===== src/rtl/store_capture_pkg.sv =====
// Shared constants, session state encoding and counter helper for the
// store capture queue.
package store_capture_pkg;

   localparam logic [29:0] DEF_TEST_ADDR = 30'h0000_0040;
   localparam logic [31:0] DEF_BEGIN_SYM = 32'h0000_0932;
   localparam logic [31:0] DEF_END_SYM   = 32'h0000_0D5D;

   // Widest counter the saturating helper supports.
   localparam int unsigned MAX_CNT_W = 32;

   typedef enum logic [1:0] {
      S_IDLE   = 2'b00,
      S_ACTIVE = 2'b01,
      S_DONE   = 2'b10
   } session_t;

   // Increment val, sticking at the all-ones value of a width-bit counter.
   function automatic logic [MAX_CNT_W-1:0] sat_inc(
      input logic [MAX_CNT_W-1:0] val,
      input int unsigned          width
   );
      logic [MAX_CNT_W-1:0] max_v;
      if (width >= MAX_CNT_W) begin
         max_v = {MAX_CNT_W{1'b1}};
      end else begin
         max_v = (32'd1 << width) - 32'd1;
      end
      if (val >= max_v) begin
         return val;
      end else begin
         return val + 32'd1;
      end
   endfunction

endpackage


===== src/rtl/store_capture_queue_fifo.sv =====
// First-word-fall-through FIFO: the head entry is held in a register so
// dout is a flop output and is valid whenever empty is low.
module sync_fifo_fwft #(
   parameter int unsigned DEPTH = 8,
   parameter int unsigned WIDTH = 40
) (
   input  logic                     clk,
   input  logic                     rst,
   input  logic                     push,
   input  logic [WIDTH-1:0]         din,
   input  logic                     pop,
   output logic [WIDTH-1:0]         dout,
   output logic                     full,
   output logic                     empty,
   output logic [$clog2(DEPTH):0]   level
);

   localparam int unsigned PTR_W = $clog2(DEPTH);
   localparam int unsigned LVL_W = PTR_W + 1;

   logic [WIDTH-1:0] mem_r [DEPTH];
   logic [PTR_W-1:0] rd_ptr_r;
   logic [PTR_W-1:0] wr_ptr_r;
   logic [LVL_W-1:0] level_r;
   logic [LVL_W-1:0] level_s;
   logic [WIDTH-1:0] head_r;
   logic [WIDTH-1:0] head_s;
   logic             pop_ok_s;
   logic             push_ok_s;

   // A full FIFO still accepts a push when the head leaves in the same cycle.
   always_comb begin
      pop_ok_s  = pop && (level_r != {LVL_W{1'b0}});
      push_ok_s = push && ((level_r != LVL_W'(DEPTH)) || pop_ok_s);
   end

   // Next occupancy and next head-register contents.
   always_comb begin
      level_s = level_r;
      head_s  = head_r;
      case ({push_ok_s, pop_ok_s})
         2'b10:   level_s = level_r + LVL_W'(1);
         2'b01:   level_s = level_r - LVL_W'(1);
         default: level_s = level_r;
      endcase
      if (level_r == {LVL_W{1'b0}}) begin
         if (push_ok_s) begin
            head_s = din;
         end else begin
            head_s = head_r;
         end
      end else if (pop_ok_s && (level_r == LVL_W'(1))) begin
         if (push_ok_s) begin
            head_s = din;
         end else begin
            head_s = head_r;
         end
      end else if (pop_ok_s) begin
         head_s = mem_r[rd_ptr_r + PTR_W'(1)];
      end else begin
         head_s = head_r;
      end
   end

   // Storage array; contents are don't-care until written.
   always_ff @(posedge clk) begin
      if (push_ok_s) begin
         mem_r[wr_ptr_r] <= din;
      end
   end

   // Pointers, occupancy and head register.
   always_ff @(posedge clk) begin
      if (rst) begin
         rd_ptr_r <= {PTR_W{1'b0}};
         wr_ptr_r <= {PTR_W{1'b0}};
         level_r  <= {LVL_W{1'b0}};
         head_r   <= {WIDTH{1'b0}};
      end else begin
         if (push_ok_s) begin
            wr_ptr_r <= wr_ptr_r + PTR_W'(1);
         end
         if (pop_ok_s) begin
            rd_ptr_r <= rd_ptr_r + PTR_W'(1);
         end
         level_r <= level_s;
         head_r  <= head_s;
      end
   end

   assign dout  = head_r;
   assign level = level_r;
   assign full  = (level_r == LVL_W'(DEPTH));
   assign empty = (level_r == {LVL_W{1'b0}});

endmodule


===== src/rtl/store_capture_queue.sv =====
// Turns CPU stores to the test port into one event per architectural store,
// gates them with a begin/end session and queues them for the checker.
module store_capture_queue
   import store_capture_pkg::*;
#(
   parameter logic [29:0] TEST_ADDR = DEF_TEST_ADDR,
   parameter logic [31:0] BEGIN_SYM = DEF_BEGIN_SYM,
   parameter logic [31:0] END_SYM   = DEF_END_SYM,
   parameter int unsigned DEPTH     = 8,
   parameter int unsigned CNT_W     = 16
) (
   input  logic                     clk,
   input  logic                     rst,
   input  logic [29:0]              addr,
   input  logic [31:0]              data,
   input  logic                     wen,
   input  logic                     mem_stall,
   output logic                     out_valid,
   output logic [31:0]              out_data,
   output logic [7:0]               out_idx,
   input  logic                     out_ready,
   output logic [$clog2(DEPTH):0]   level,
   output logic                     session_active,
   output logic                     session_done,
   output logic                     overflow,
   output logic [CNT_W-1:0]         capture_cnt,
   output logic [CNT_W-1:0]         drop_cnt
);

   logic             wen_q_r;
   logic             stall_q_r;
   logic             hit_s;
   logic             new_store_s;
   session_t         state_r;
   session_t         state_s;
   logic             begin_hit_s;
   logic             enq_req_s;
   logic [7:0]       seq_r;
   logic             pop_s;
   logic             drop_s;
   logic             accept_s;
   logic             fifo_full_s;
   logic             fifo_empty_s;
   logic [39:0]      fifo_dout_s;
   logic             session_active_r;
   logic             session_done_r;
   logic             overflow_r;
   logic [CNT_W-1:0] capture_cnt_r;
   logic [CNT_W-1:0] drop_cnt_r;

   // A store still held by the cache from the previous cycle is not a new event.
   always_comb begin
      hit_s       = wen && (addr == TEST_ADDR);
      new_store_s = hit_s && !(wen_q_r && stall_q_r);
   end

   // Session FSM next state; BEGIN_SYM itself is consumed, not queued.
   always_comb begin
      state_s     = state_r;
      begin_hit_s = 1'b0;
      enq_req_s   = 1'b0;
      case (state_r)
         S_IDLE: begin
            if (new_store_s && (data == BEGIN_SYM)) begin
               state_s     = S_ACTIVE;
               begin_hit_s = 1'b1;
            end else begin
               state_s = S_IDLE;
            end
         end
         S_ACTIVE: begin
            if (new_store_s) begin
               enq_req_s = 1'b1;
               if (data == END_SYM) begin
                  state_s = S_DONE;
               end else begin
                  state_s = S_ACTIVE;
               end
            end else begin
               state_s = S_ACTIVE;
            end
         end
         S_DONE:  state_s = S_DONE;
         default: state_s = S_IDLE;
      endcase
   end

   // Drops happen only when full and the head is not leaving this cycle.
   always_comb begin
      pop_s    = out_valid && out_ready;
      drop_s   = enq_req_s && fifo_full_s && !pop_s;
      accept_s = enq_req_s && !drop_s;
   end

   // Event-detect history and session state.
   always_ff @(posedge clk) begin
      if (rst) begin
         wen_q_r          <= 1'b0;
         stall_q_r        <= 1'b0;
         state_r          <= S_IDLE;
         session_active_r <= 1'b0;
         session_done_r   <= 1'b0;
      end else begin
         wen_q_r          <= wen;
         stall_q_r        <= mem_stall;
         state_r          <= state_s;
         session_active_r <= (state_s == S_ACTIVE);
         session_done_r   <= (state_s == S_DONE);
      end
   end

   // Sequence number advances on dropped words too, exposing gaps to the checker.
   always_ff @(posedge clk) begin
      if (rst) begin
         seq_r <= 8'd0;
      end else if (begin_hit_s) begin
         seq_r <= 8'd0;
      end else if (enq_req_s) begin
         seq_r <= seq_r + 8'd1;
      end else begin
         seq_r <= seq_r;
      end
   end

   // Sticky overflow flag and saturating statistics.
   always_ff @(posedge clk) begin
      if (rst) begin
         overflow_r    <= 1'b0;
         capture_cnt_r <= {CNT_W{1'b0}};
         drop_cnt_r    <= {CNT_W{1'b0}};
      end else begin
         if (drop_s) begin
            overflow_r <= 1'b1;
            drop_cnt_r <= CNT_W'(sat_inc(MAX_CNT_W'(drop_cnt_r), CNT_W));
         end
         if (accept_s) begin
            capture_cnt_r <= CNT_W'(sat_inc(MAX_CNT_W'(capture_cnt_r), CNT_W));
         end
      end
   end

   sync_fifo_fwft #(
      .DEPTH (DEPTH),
      .WIDTH (40)
   ) u_fifo (
      .clk   (clk),
      .rst   (rst),
      .push  (enq_req_s),
      .din   ({seq_r, data}),
      .pop   (pop_s),
      .dout  (fifo_dout_s),
      .full  (fifo_full_s),
      .empty (fifo_empty_s),
      .level (level)
   );

   assign out_valid      = !fifo_empty_s;
   assign out_idx        = fifo_dout_s[39:32];
   assign out_data       = fifo_dout_s[31:0];
   assign session_active = session_active_r;
   assign session_done   = session_done_r;
   assign overflow       = overflow_r;
   assign capture_cnt    = capture_cnt_r;
   assign drop_cnt       = drop_cnt_r;

endmodule


===== config.mk =====
export PLATFORM = sky130hd
export DESIGN_NAME = store_capture_queue
export DESIGN_NICKNAME = d
export VERILOG_FILES = /design/src/rtl/store_capture_pkg.sv /design/src/rtl/store_capture_queue_fifo.sv /design/src/rtl/store_capture_queue.sv
export SDC_FILE = /design/constraint.sdc
export NUM_CORES = 1
export LEC_CHECK = 0
export CAP_MARGIN = 20
export CELL_PAD_IN_SITES_DETAIL_PLACEMENT = 1
export CELL_PAD_IN_SITES_GLOBAL_PLACEMENT = 2
export CORE_MARGIN = 2
export CORE_UTILIZATION = 42
export DETAILED_ROUTE_END_ITERATION = 8
export HOLD_SLACK_MARGIN = 0.12
export MAX_ROUTING_LAYER = met4
export PLACE_DENSITY = 0.87
export SLEW_MARGIN = 20
export SYNTH_ARGS = -nofsm -noshare
export SYNTH_HDL_FRONTEND = slang
export SYNTH_SLANG_ARGS = --single-unit

===== constraint.sdc =====
create_clock -name clk -period 8.7 [get_ports clk]
set_input_delay 1.305 -clock clk [delete_from_list [all_inputs] [get_ports clk]]
set_output_delay 1.305 -clock clk [all_outputs]
set_load 0.005 [all_outputs]

==> results.json <==
{
  "status": "finished, final reports clean",
  "syn_to_final_growth_pct": 20.98,
  "post-route-util_pct": 51.40,
  "ys_seq_elements": 417,
  "start_kind": "input pin",
  "syn_nets": 1058,
  "postCtsHoldBufs": 0,
  "fin_setup_tns_ns": 0,
  "grt_pass1_wl_um": 63850,
  "p_per_area_mw_per_mm2": 253.1,
  "synthFlopType": "edfxtp_1",
  "antenna_found_initial": 1,
  "hold_class": "register to register",
  "ys_warn_count": 0,
  "setup-violations-final": 0,
  "cp-end-kind": "register",
  "dr.pass1.iters": 5,
  "crit_fanout": 36,
  "yosys.area.top_type_share_pct": 58.66,
  "ios": 147,
  "numClockSinks": 417,
  "root_buffer": "clkbuf_16",
  "r2r_cells": 12,
  "synth_cells": 982,
  "p_leak_nw": 6.235,
  "crit_path_start": "out_ready",
  "reg2reg_slack_ns": 5.13,
  "core_area_mm2": 0.03856,
  "cts_setup_buffers": 0,
  "drt_wl_total_um": 41250,
  "fin_crit_sh_pct": 48.22,
  "holdWs_ns": 0.5024,
  "clk_path_buf_depth": 3,
  "dp_hpwl_um": 23160,
  "clk_pin_slew_ns": 0.06,
  "critPathKind": "input pin to register",
  "cts-resized-gates": 0,
  "routedWlPerCell_um": 24.46,
  "die_width_um": 201.5,
  "cap_viol_max_count": 0,
  "critPathArrivalTime_ns": 4.59,
  "max_freq_mhz": 238.4,
  "grt_max_degree": 57,
  "slew_headroom_pct": 35.25,
  "synth_area_mm2": 0.01638,
  "drt_iter0_drc": 711,
  "dr_total_vias": 9891,
  "async_flop_share_pct": 0,
  "htree_levels": 2,
  "yosysSeqAreaShare_pct": 70.52,
  "post-synth-top-area-cell": "edfxtp_1",
  "grt_pass1_vias": 10670,
  "tightest_slew_ns": 0.9712,
  "port_buffers": 146,
  "layout.nets": 1209,
  "final_layout_size_suffix_gt1_share_pct": 19.54,
  "synthTopCellsByArea": "edfxtp_1 (59%), dfxtp_1 (12%), mux4_2 (11%), o221a_2 (2.7%), o22ai_1 (1.5%)",
  "dieArea_mm2": 0.04060,
  "finalClockSkew_ns": 0.02151,
  "synth_edf_count": 320,
  "slew_viol_final": 0,
  "min_period_ns": 4.195,
  "crit_required_ns": 9.09,
  "start_util_pct": 42.48,
  "layout_commonest_cell": "edfxtp_1",
  "insertion_delay_ns": 0.55,
  "drc_errors": 0,
  "avgSynthCellArea_um2": 16.68,
  "timing.rr.end": "u_fifo.level[3]$_SDFFE_PP0P_",
  "die_h_um": 201.5,
  "rows": 72,
  "synth_cell_types": 53,
  "tritoncts": "built",
  "via_per_inst": 5.867,
  "layout_common_cells": "edfxtp_1 (320), clkdlybuf4s50_1 (145), dfxtp_1 (96), mux4_2 (80), nor2_1 (56)",
  "peakVddDrop_mv": 0.1501,
  "gr-total-overflow": 0,
  "numCtsBuffers": 43,
  "grt_util_all_layers_pct": 21.12,
  "gp_congestion": 0.7693,
  "r2r-start": "u_fifo.level[0]$_SDFFE_PP0P_",
  "worstSetupEndpoint": "u_fifo.level[3]$_SDFFE_PP0P_",
  "final_hold_viol_count": 0,
  "ant_nets": 0,
  "rsz0062_at_grt": "false"
}
## cells in the mapped netlist, types with 6 or more instances
master / count
or3_1: 19
mux4_2: 80
a21oi_1: 41
dfxtp_1: 97
a21boi_0: 7
nor2b_1: 6
or4_1: 20
o22ai_1: 39
nand2b_1: 6
clkbuf_1: 41
o21ai_0: 17
nor3_1: 12
nor2_1: 59
ha_1: 9
o221a_2: 39
o31ai_1: 19
inv_1: 10
nand3_1: 20
nand2_1: 24
edfxtp_1: 320
nand4_1: 15
nor4_1: 12
buf_1: 11
## flip-flops by register name, indices dropped and copies added (netlist names), 2 cells and up
signal and count:
u_fifo.dout 40, capture_cnt 16, u_fifo.wr_ptr_r 3, seq_r 8
drop_cnt 16, state_r 2, u_fifo.level 4, u_fifo.mem_r 320
u_fifo.rd_ptr_r 3
## critical path, cell delays in order
cell	delay, ns
clkdlybuf4s50_1	0.60
nor4bb_1	0.38
buf_4	0.22
nand2b_1	0.19
nor4_4	0.08
inv_2	0.48
ha_1	0.35
or4b_2	0.59
a21oi_1	0.19
xnor2_1	0.13
nor2_1	0.05
## layout make-up
cell class	count	area (um2)
antenna	1	2.502
clock buffer	57	1159
clock inverter	22	173.9
fill	3732	18740
inverter	11	41.29
multi-input combinational	496	4644
sequential	417	11550
tap	518	648.1
timing repair buffer	164	1594
## metal layers
metal / vias up / routed length (um) / GRT usage [%]
met5: - / 0 / -
met1: 5124 / 17460 / 27.52
li1: 4340 / - / -
met2: 356 / 20140 / 33.92
met4: 0 / 971 / 6.434
met3: 71 / 2679 / 3.887
## power by group
part / leakage (nW) / total [mW] / switching, mW / internal (mW)
Clock: 0.652 / 1.75 / 0.751 / 0.998
Sequential: 3.83 / 2.33 / 0.110 / 2.22
Combinational: 1.75 / 0.941 / 0.409 / 0.532
Total: 6.24 / 5.02 / 1.27 / 3.75
## per-stage QoR
stage          std cells  total power [mW]  setup WS (ns)  area (um2)
5_1_grt             1686             5.203          4.261       19820
2_1_floorplan        982             2.918          1.661       16380
6_report            1686             5.016          4.505       19820
3_3_place_gp        1606             3.295          4.128       18480
4_1_cts             1685             5.068          4.536       19820
3_5_place_dp        1606             3.321          3.993       18480
## how the worst min path moves through the flow
stage / startpoint / end / slack, ns / cells after the start
2_1_floorplan: u_fifo.rd_ptr_r[1]$_SDFFE_PP0P_ / u_fifo.rd_ptr_r[1]$_SDFFE_PP0P_ / 0.44 / 2
3_3_place_gp: u_fifo.dout[38]$_SDFFE_PP0P_ / u_fifo.dout[38]$_SDFFE_PP0P_ / 0.47 / 2
3_5_place_dp: u_fifo.dout[38]$_SDFFE_PP0P_ / u_fifo.dout[38]$_SDFFE_PP0P_ / 0.49 / 2
4_1_cts: u_fifo.rd_ptr_r[1]$_SDFFE_PP0P_ / u_fifo.rd_ptr_r[1]$_SDFFE_PP0P_ / 0.50 / 2
5_1_grt: overflow$_SDFFE_PP0P_ / overflow$_SDFFE_PP0P_ / 0.52 / 2
6_report: u_fifo.rd_ptr_r[1]$_SDFFE_PP0P_ / u_fifo.rd_ptr_r[1]$_SDFFE_PP0P_ / 0.50 / 2
## cell families (layout without fill, tap and decap cells)
| logic type | Yosys count | in the layout | synth area share (%) |
|---|---|---|---|
| flip-flops | 417 | 417 | 70.52 |
| AND/OR/NAND/NOR | 221 | 221 | 7.730 |
| AO/OA/AOI/OAI | 173 | 173 | 7.654 |
| multiplexers | 84 | 84 | 11.27 |
| buffers and inverters | 69 | 254 | 1.665 |
| adder cells (fa/ha/maj) | 9 | 9 | 0.6875 |
| XOR/XNOR | 9 | 9 | 0.4812 |
| other | 0 | 1 | 0 |
Power figures use the tool's default switching activity.
